$ cat config.mk
export PLATFORM = sky130hd
export DESIGN_NAME = ins_fetch
export DESIGN_NICKNAME = d
export VERILOG_FILES = /design/src/rtl/uproc_pkg.sv /design/src/rtl/prog_mem.sv /design/src/rtl/ins_fetch.sv
export SDC_FILE = /design/constraint.sdc
export NUM_CORES = 1
export LEC_CHECK = 0
export ABC_AREA = 1
export BUFFER_PORTS_ARGS = -buffer_cell sky130_fd_sc_hd__buf_2
export CORE_MARGIN = 1.5
export CORE_UTILIZATION = 55
export CTS_BUF_LIST = sky130_fd_sc_hd__clkbuf_16
export DETAILED_ROUTE_END_ITERATION = 12
export PLACE_DENSITY_LB_ADDON = 0.2
export SLEW_MARGIN = 20
export SYNTH_ARGS = -nofsm -noshare
export SYNTH_HDL_FRONTEND = slang
export SYNTH_HIERARCHICAL = 1
export SYNTH_SLANG_ARGS = --single-unit
$ cat constraint.sdc
create_clock -name CLK -period 3.54 [get_ports CLK]
set_clock_uncertainty 0.1 [all_clocks]
set_input_delay 0.531 -clock CLK [delete_from_list [all_inputs] [get_ports CLK]]
set_output_delay 0.531 -clock CLK [all_outputs]
set_load 0.02 [all_outputs]
$ cat src/rtl/uproc_pkg.sv
`default_nettype none
// +------------------------------------------------------------------+
// | Package     : uproc_pkg                                          |
// | Description : Shared instruction-word constants and the fetch    |
// |               state encoding for the uProcessor core.            |
// | Revision    : 1.0  initial release                               |
// +------------------------------------------------------------------+
package uproc_pkg;

  localparam int INS_W    = 6;
  localparam int OPCODE_W = 4;
  localparam int RNUM_W   = 2;

  localparam logic [OPCODE_W-1:0] OPCODE_NOP = 4'b1011;
  localparam logic [INS_W-1:0]    INS_NOP    = {OPCODE_NOP, 2'b00};

  typedef enum logic [1:0] {
    IDLE = 2'd0,
    LOAD = 2'd1,
    RUN  = 2'd2,
    DONE = 2'd3
  } fetch_state_t;

endpackage : uproc_pkg
`default_nettype wire

$ cat src/rtl/prog_mem.sv
`default_nettype none
// +------------------------------------------------------------------+
// | Module      : prog_mem                                           |
// | Description : DEPTH x INS_W program store, synchronous write,    |
// |               asynchronous read. Contents are never reset.       |
// | Revision    : 1.0  initial release                               |
// +------------------------------------------------------------------+
module prog_mem
  import uproc_pkg::*;
#(
  parameter  int DEPTH = 16,
  localparam int AW    = $clog2(DEPTH)
) (
  input  logic             clk,
  input  logic             i_we,
  input  logic [AW-1:0]    i_waddr,
  input  logic [INS_W-1:0] i_wdata,
  input  logic [AW-1:0]    i_raddr,
  output logic [INS_W-1:0] o_rdata
);

  logic [INS_W-1:0] r_mem [DEPTH];

  // Write port: one word per enabled edge.
  always_ff @(posedge clk) begin
    if (i_we) begin
      r_mem[i_waddr] <= i_wdata;
    end
  end

  assign o_rdata = r_mem[i_raddr];

endmodule : prog_mem
`default_nettype wire

$ cat src/rtl/ins_fetch.sv
`default_nettype none
// +------------------------------------------------------------------+
// | Module      : ins_fetch                                          |
// | Description : Instruction source for the uProcessor decoder.     |
// |               Loads a program over a valid/ready port, then on   |
// |               Start issues it one instruction per cycle and      |
// |               parks on NOP with Done raised.                     |
// |               Optional macro INS_FETCH_SINGLE_STEP_EN adds a     |
// |               Step input gating each issue in RUN.               |
// | Revision    : 1.0  initial release                               |
// +------------------------------------------------------------------+
module ins_fetch
  import uproc_pkg::*;
#(
  parameter  int DEPTH = 16,
  localparam int AW    = $clog2(DEPTH)
) (
  input  logic             CLK,
  input  logic             nRST,
  input  logic             LoadStart,
  input  logic             LoadValid,
  input  logic             LoadLast,
  input  logic [INS_W-1:0] LoadData,
  output logic             LoadReady,
  input  logic             Start,
`ifdef INS_FETCH_SINGLE_STEP_EN
  input  logic             Step,
`endif
  output logic [INS_W-1:0] Ins,
  output logic             InsValid,
  output logic [AW-1:0]    PC,
  output logic             Busy,
  output logic             Done
);

  localparam logic [AW-1:0] c_ptr_one  = AW'(1);
  localparam logic [AW-1:0] c_ptr_last = AW'(DEPTH - 1);
  localparam logic [AW:0]   c_len_one  = (AW + 1)'(1);

  fetch_state_t     r_state;
  fetch_state_t     w_state_next;
  logic [AW-1:0]    r_wp;
  logic [AW-1:0]    r_pc;
  logic [AW:0]      r_prog_len;
  logic [INS_W-1:0] r_ins;
  logic             r_ins_valid;
  logic [INS_W-1:0] w_mem_rdata;
  logic             w_step;
  logic             w_accept;
  logic             w_issue;
  logic             w_load_init;
  logic             w_run_init;
  logic             w_last_pc;
  logic             w_wp_full;

`ifdef INS_FETCH_SINGLE_STEP_EN
  assign w_step = Step;
`else
  assign w_step = 1'b1;
`endif

  assign w_last_pc = ({1'b0, r_pc} == (r_prog_len - c_len_one));
  assign w_wp_full = (r_wp == c_ptr_last);

  prog_mem #(
    .DEPTH (DEPTH)
  ) u_prog_mem (
    .clk     (CLK),
    .i_we    (w_accept),
    .i_waddr (r_wp),
    .i_wdata (LoadData),
    .i_raddr (r_pc),
    .o_rdata (w_mem_rdata)
  );

  // State register.
  always_ff @(posedge CLK or negedge nRST) begin
    if (!nRST) begin
      r_state <= IDLE;
    end else begin
      r_state <= w_state_next;
    end
  end

  // Next-state decode and datapath strobes; LoadStart outranks Start.
  always_comb begin
    w_state_next = r_state;
    w_accept     = 1'b0;
    w_issue      = 1'b0;
    w_load_init  = 1'b0;
    w_run_init   = 1'b0;
    unique case (r_state)
      IDLE: begin
        if (LoadStart) begin
          w_state_next = LOAD;
          w_load_init  = 1'b1;
        end else if (Start) begin
          if (r_prog_len != '0) begin
            w_state_next = RUN;
            w_run_init   = 1'b1;
          end else begin
            w_state_next = DONE;
          end
        end
      end
      LOAD: begin
        if (LoadValid) begin
          w_accept = 1'b1;
          if (LoadLast || w_wp_full) begin
            w_state_next = IDLE;
          end
        end
      end
      RUN: begin
        if (w_step) begin
          w_issue = 1'b1;
          if (w_last_pc) begin
            w_state_next = DONE;
          end
        end
      end
      DONE: begin
        if (LoadStart) begin
          w_state_next = LOAD;
          w_load_init  = 1'b1;
        end else if (Start && (r_prog_len != '0)) begin
          // An empty program (only possible after reset) would never
          // reach its last PC, so re-run is refused until a reload.
          w_state_next = RUN;
          w_run_init   = 1'b1;
        end
      end
      default: begin
        w_state_next = IDLE;
      end
    endcase
  end

  // Load pointer, program length, PC and the registered instruction bus.
  always_ff @(posedge CLK or negedge nRST) begin
    if (!nRST) begin
      r_wp        <= '0;
      r_prog_len  <= '0;
      r_pc        <= '0;
      r_ins       <= INS_NOP;
      r_ins_valid <= 1'b0;
    end else begin
      if (w_load_init) begin
        r_wp       <= '0;
        r_prog_len <= '0;
      end else if (w_accept) begin
        r_wp       <= r_wp + c_ptr_one;
        r_prog_len <= {1'b0, r_wp} + c_len_one;
      end

      if (w_run_init) begin
        r_pc <= '0;
      end else if (w_issue) begin
        r_pc <= r_pc + c_ptr_one;
      end

      if (w_issue) begin
        r_ins       <= w_mem_rdata;
        r_ins_valid <= 1'b1;
      end else if (r_state == RUN) begin
        // Waiting for a step: keep the last instruction on the bus.
        r_ins_valid <= 1'b0;
      end else begin
        r_ins       <= INS_NOP;
        r_ins_valid <= 1'b0;
      end
    end
  end

  assign LoadReady = (r_state == LOAD);
  assign Busy      = (r_state == LOAD) || (r_state == RUN);
  assign Done      = (r_state == DONE);
  assign Ins       = r_ins;
  assign InsValid  = r_ins_valid;
  assign PC        = r_pc;

endmodule : ins_fetch
`default_nettype wire

# Yosys cells after proc, flatten, opt, wreduce, memory -nomap -nowiden

Memory sizes are Yosys's and may differ from the RTL's.
Cells that the tools add are included.

Eq/ne operators: 11
Add/sub/neg operators: 4
Reductions and logical operators: 9
Mux-type cells: 31

Operators by type and width:

| cell                | count |
|---|---|
| $mux 4              | 4 |
| $mux 1              | 14 |
| $mux 2              | 7 |
| $mux 6              | 2 |
| $mux 5              | 2 |
| $add 4x1->4 const B | 2 |
| $pmux 2 s4          | 1 |
| $ne 2x2->1 const B  | 3 |
| $add 4x1->5 const B | 1 |
| $eq 4x5->1          | 1 |
| $reduce_and 5->1    | 1 |
| $reduce_bool 5->1   | 1 |
| $sub 5x1->5 const B | 1 |
| $eq 2x2->1 const B  | 2 |
| $eq 4x4->1 const B  | 1 |
| $reduce_bool 2->1   | 2 |
| $ne 3x2->1 const B  | 1 |
| $ne 3x3->1 const B  | 1 |
| $eq 2x1->1 const B  | 1 |
| $logic_not 2->1     | 1 |
| $logic_or 1x1->1    | 2 |
| $ne 2x1->1 const B  | 1 |
| $pmux 1 s2          | 1 |
| $reduce_or 2->1     | 1 |
| $logic_and 1x1->1   | 1 |

RAM bits: 96
Memories: 1
Bits in registers: 22

Memories:

| memory           | depth | width | rd ports | clocked after memory_dff | wr ports | RTL line       | text |
|---|---|---|---|---|---|---|---|
| u_prog_mem.r_mem | 16    | 6     | 1        | 0                        | 1        | prog_mem.sv:22 | `logic [INS_W-1:0] r_mem [DEPTH];` |

# Logic depth before layout (Yosys ltp)

Word-level depth: 6
Gate-level depth with buffers: 12

# Cells and area by module

The synthesis kept the hierarchy.

By module, submodules not included:

| module    | times used | cells an instance | area an instance (um^2) |
|---|---|---|---|
| prog_mem  | 1          | 414               | 4,205.3 |
| ins_fetch | 1          | 134               | 1,057.3 |

# Worst setup path after synthesis

No wires, ideal clock.

Kind: register -> register
Start point: register r_state[1]
End point: memory u_prog_mem.r_mem[12][0] (enable)
Required time: 3.090 ns
Arrival time: 1.477 ns
Period minus slack after synthesis: 1.927 ns
Buffers on the path: 0
Slack: 1.613 ns
Library setup time: 0.350 ns
Cell stages (with the launch flop): 7
Cell sequence: dfrtp_1 > inv_1 > ha_1 > nand2_1 > inv_2 > nand3_1 > nor2_1

Word-level cells in the longest chain between the ends: 4

RTL lines:

| what                         | RTL line        | text |
|---|---|---|
| start, declared              | ins_fetch.sv:40 | `fetch_state_t r_state;` |
| start signal, assigned       | ins_fetch.sv:81 | `r_state <= w_state_next;` |
| $eq 2x1->1                   | --              |  |
| via LoadReady                | ins_fetch.sv:24 | `output logic LoadReady,` |
| $mux 1                       | ins_fetch.sv:92 | `unique case (r_state)` |
| via w_accept                 | ins_fetch.sv:49 | `logic w_accept;` |
| $mux 1                       | prog_mem.sv:26  | `if (i_we) begin` |
| $mux 1 (not written as such) | prog_mem.sv:27  | `r_mem[i_waddr] <= i_wdata;` |
| end, declared                | prog_mem.sv:22  |  |

The timed path passes the listed nets, and every way through them passes these cells.

# Worst setup path after layout

Start point: register r_pc[0] (netlist: PC[0])
End point: output PC[0]

RTL lines:

| what                   | RTL line         | text |
|---|---|---|
| start, declared        | ins_fetch.sv:43  | `logic [AW-1:0] r_pc;` |
| start signal, assigned | ins_fetch.sv:159 | `r_pc <= r_pc + c_ptr_one;` |
| end, declared          | ins_fetch.sv:31  | `output logic [AW-1:0] PC,` |

No word-level cell between the ends.

==> run_results.csv <==
group,metric,value,unit
clock_tree,insertion_delay,0.41,ns
synthesis,synth_top_cells_by_area,"edfxtp_1, nand2_1, nand3_1",
floorplanning,dieArea,10200,um2
synthesis,yosysTopAreaCellShare,54.8,%
clock_tree,cts_tree,"done",
final_layout,nets,596,
route,antenna_left,0,
timing,final_max_slew_viol_count,0,
setup_path,critPathMaxFanout,43,
synthesis,synth_ff_type,"edfxtp_1",
power_and_ir_drop,p_per_area,812,nW/um2
synthesis,yosysMostFrequentCell,"nand2_1",
status,outcome,"completed",
setup_path,rr_startpoint,"r_state[1]",
clock_tree,cts.sinks,114,
power_and_ir_drop,total_power,4.92,mW
clock_tree,htree_levels,4,
place,io_buffers,25,
synthesis,synth_cell_types,28,
synthesis,synth_seq_cells,114,
synthesis,syn-instance-count,548,
flow_run,max-cap-violations,0,
global_routing,overflow,0,
timing,rsz0062_at_grt,"no",
hold_path,holdPathStages,3,
global_routing,grt_max_degree,49,
timing,post-route-period-util,66.5,%
setup_path,cp-start-kind,"register",
setup_path,crit_type,"register to output port",
floorplanning,initial_core_util,57.0,%
timing,finalHoldWorstSlack,0.382,ns
timing,setup_viol,0,
hold_path,hold_start,"LoadValid",
synthesis,synth_enable_flop_cells,96,
synthesis,syn_area_per_cell,9.60,um2
synthesis,synth_area,5260,um2
timing,min_period,2.35,ns
route,drt_iter0_markers,331,
setup_path,end_kind,"output port",
setup_path,r2r-end,"u_prog_mem/r_mem[11][5]",
clock_tree,clkTransAtPathRegs,0.06,ns
setup_path,crit_required,2.91,ns
final_layout,multiInputGateArea,1440,um2
floorplanning,die_h,101,um
floorplanning,core_area,9240,um2
clock_tree,numCtsBuffers,17,
floorplanning,num_rows,35,
route,vias,3769,
synthesis,syn_nets,567,
timing,setup_tns,0,ns
route,dr.pass1.iters,7,
timing,relSlewSlack,47.6,%
route,wire_per_inst,16.4,um
setup_path,rr_worst_depth,6,
place,place_congestion,0.953,
global_routing,antenna_found_initial,0,
global_routing,grt_pass1_wl,19000,um
setup_path,r2r_setup_slack,1.31,ns
synthesis,async_flop_share,15.8,%
floorplanning,io_pins,26,
timing,max_clock_freq,0.425,GHz
route,drt-vias-per-instance,5.24,
setup_path,crit_arrival,1.72,ns
final_layout,area_delta_synth_final,15.1,%
power_and_ir_drop,peakVddDrop,0.498,mV
final_layout,drive_gt1_share,14.2,%
floorplanning,dieWidth,101,um
power_and_ir_drop,p_leak,2.72,nW
synthesis,synth_area_leader_cell,"edfxtp_1",
timing,hold_viol,0,
final_layout,antenna_cells,0,
clock_tree,cts_buffer_depth,2,
timing,tightest_slew,0.785,ns
final_layout,regArea,3340,um2
synthesis,synth.yosys.seq_area_share,63.4,%
final_layout,n_fill_cell,733,
place,hpwlAfterDp,7640,um
synthesis,synth_warnings,6,
hold_path,hold_path_end,"r_wp[0]",
route,wl,11800,um
clock_tree,root_buffer,"clkbuf_16",
global_routing,grt_use_total,25.6,%
synthesis,synth_commonest_cells,"nand2_1, edfxtp_1, inv_1",
hold_path,min_path_type,"input pin to register",
route,drc,0,
global_routing,grt_pass1_vias,3627,
worst max-delay path, cell delays in order, from the launching register on:
cell     delay [ns]
dfrtp_1        0.58
buf_4          0.48
buf_2          0.25
routing by layer:
| layer | global-route usage (%) | part of all wire [%] | up-vias |
|---|---|---|---|
| met4 | 11.6 | 2.2 | 0 |
| met2 | 38.8 | 46 | 146 |
| met1 | 36.2 | 45 | 1790 |
| met3 | 4.85 | 7.0 | 19 |
| met5 | 0 | 0 | - |
| li1 | - | - | 1814 |
power breakdown:
group | leakage [nW] | total, mW | switching [mW] | internal, mW
Sequential | 1.09 | 1.70 | 0.125 | 1.57
Clock | 0.268 | 1.67 | 0.630 | 1.04
Combinational | 1.36 | 1.55 | 1.07 | 0.486
Total | 2.72 | 4.92 | 1.82 | 3.10
state kept, by name (all words and copies together), names as in the netlist:
name              count
r_wp                  3
u_prog_mem/r_mem     96
r_state               2
Ins                   6
InsValid              1
PC                    4
r_prog_len            2
metrics by stage:
stage | worst slack, ns | utilization (%) | area (um2) | std cells
2_1_floorplan | 1.61 | - | 5260 | 548
3_3_place_gp | 1.47 | 59.1 | 5460 | 686
3_5_place_dp | 1.37 | 59.1 | 5460 | 686
4_1_cts | 1.17 | 65.6 | 6060 | 719
5_1_grt | 1.08 | 65.6 | 6060 | 719
6_report | 1.19 | 65.6 | 6060 | 719
what timing repair did:
action | in CTS | in global routing
buffers inserted | 0 | 0
setup endpoints to repair | 0 | 0
hold buffers | 1 | 0
gates resized for setup | 0 | 0
endpoints found under the hold margin | 15 | 0
layout by cell type, fill, tap and decap left out, types with 2 or more instances in the layout:
cell and n:
nor3_1 3, dfstp_2 3, inv_1 95, edfxtp_1 96, o21ai_0 3, clkbuf_16 17
nand3_2 3, nand3_1 80, nand3b_1 2, clkinv_4 5, dfrtp_1 15, nor2_2 2
buf_2 25, buf_4 2, nor2_1 28, or2_2 3, inv_2 7, clkinvlp_4 6
nand2_1 164, bufinv_16 2, ha_1 7, nand2_2 5, a21oi_1 7
final cells by class:
cell class                 count  area share, %
sequential                   114           55.1
timing repair buffer          28           2.48
clock buffer                  17           7.02
multi-input combinational    314           23.7
tap                          129           2.66
inverter                     102           6.32
clock inverter                15           2.69
cells by family after synthesis:
group	share of synthesized area (%)
adders and majority gates	1.66
AOI/OAI and AO/OA	1.43
and+or+nand+nor	24.1
xor gates and xnor gates	0.166
DFF	63.4
buffers and inverters	9.27
worst max-delay path by stage:
stage          startpoint                       to  slack [ns]  cells after the start
2_1_floorplan  r_state[1]  u_prog_mem/r_mem[12][0]        1.61                      6
3_3_place_gp   r_state[1]  u_prog_mem/r_mem[13][3]        1.47                      6
3_5_place_dp   r_state[1]  u_prog_mem/r_mem[10][1]        1.37                      6
4_1_cts             PC[0]                    PC[0]        1.17                      2
5_1_grt             PC[0]                    PC[0]        1.08                      2
6_report            PC[0]                    PC[0]        1.19                      2
Power figures use the tool's default switching activity.
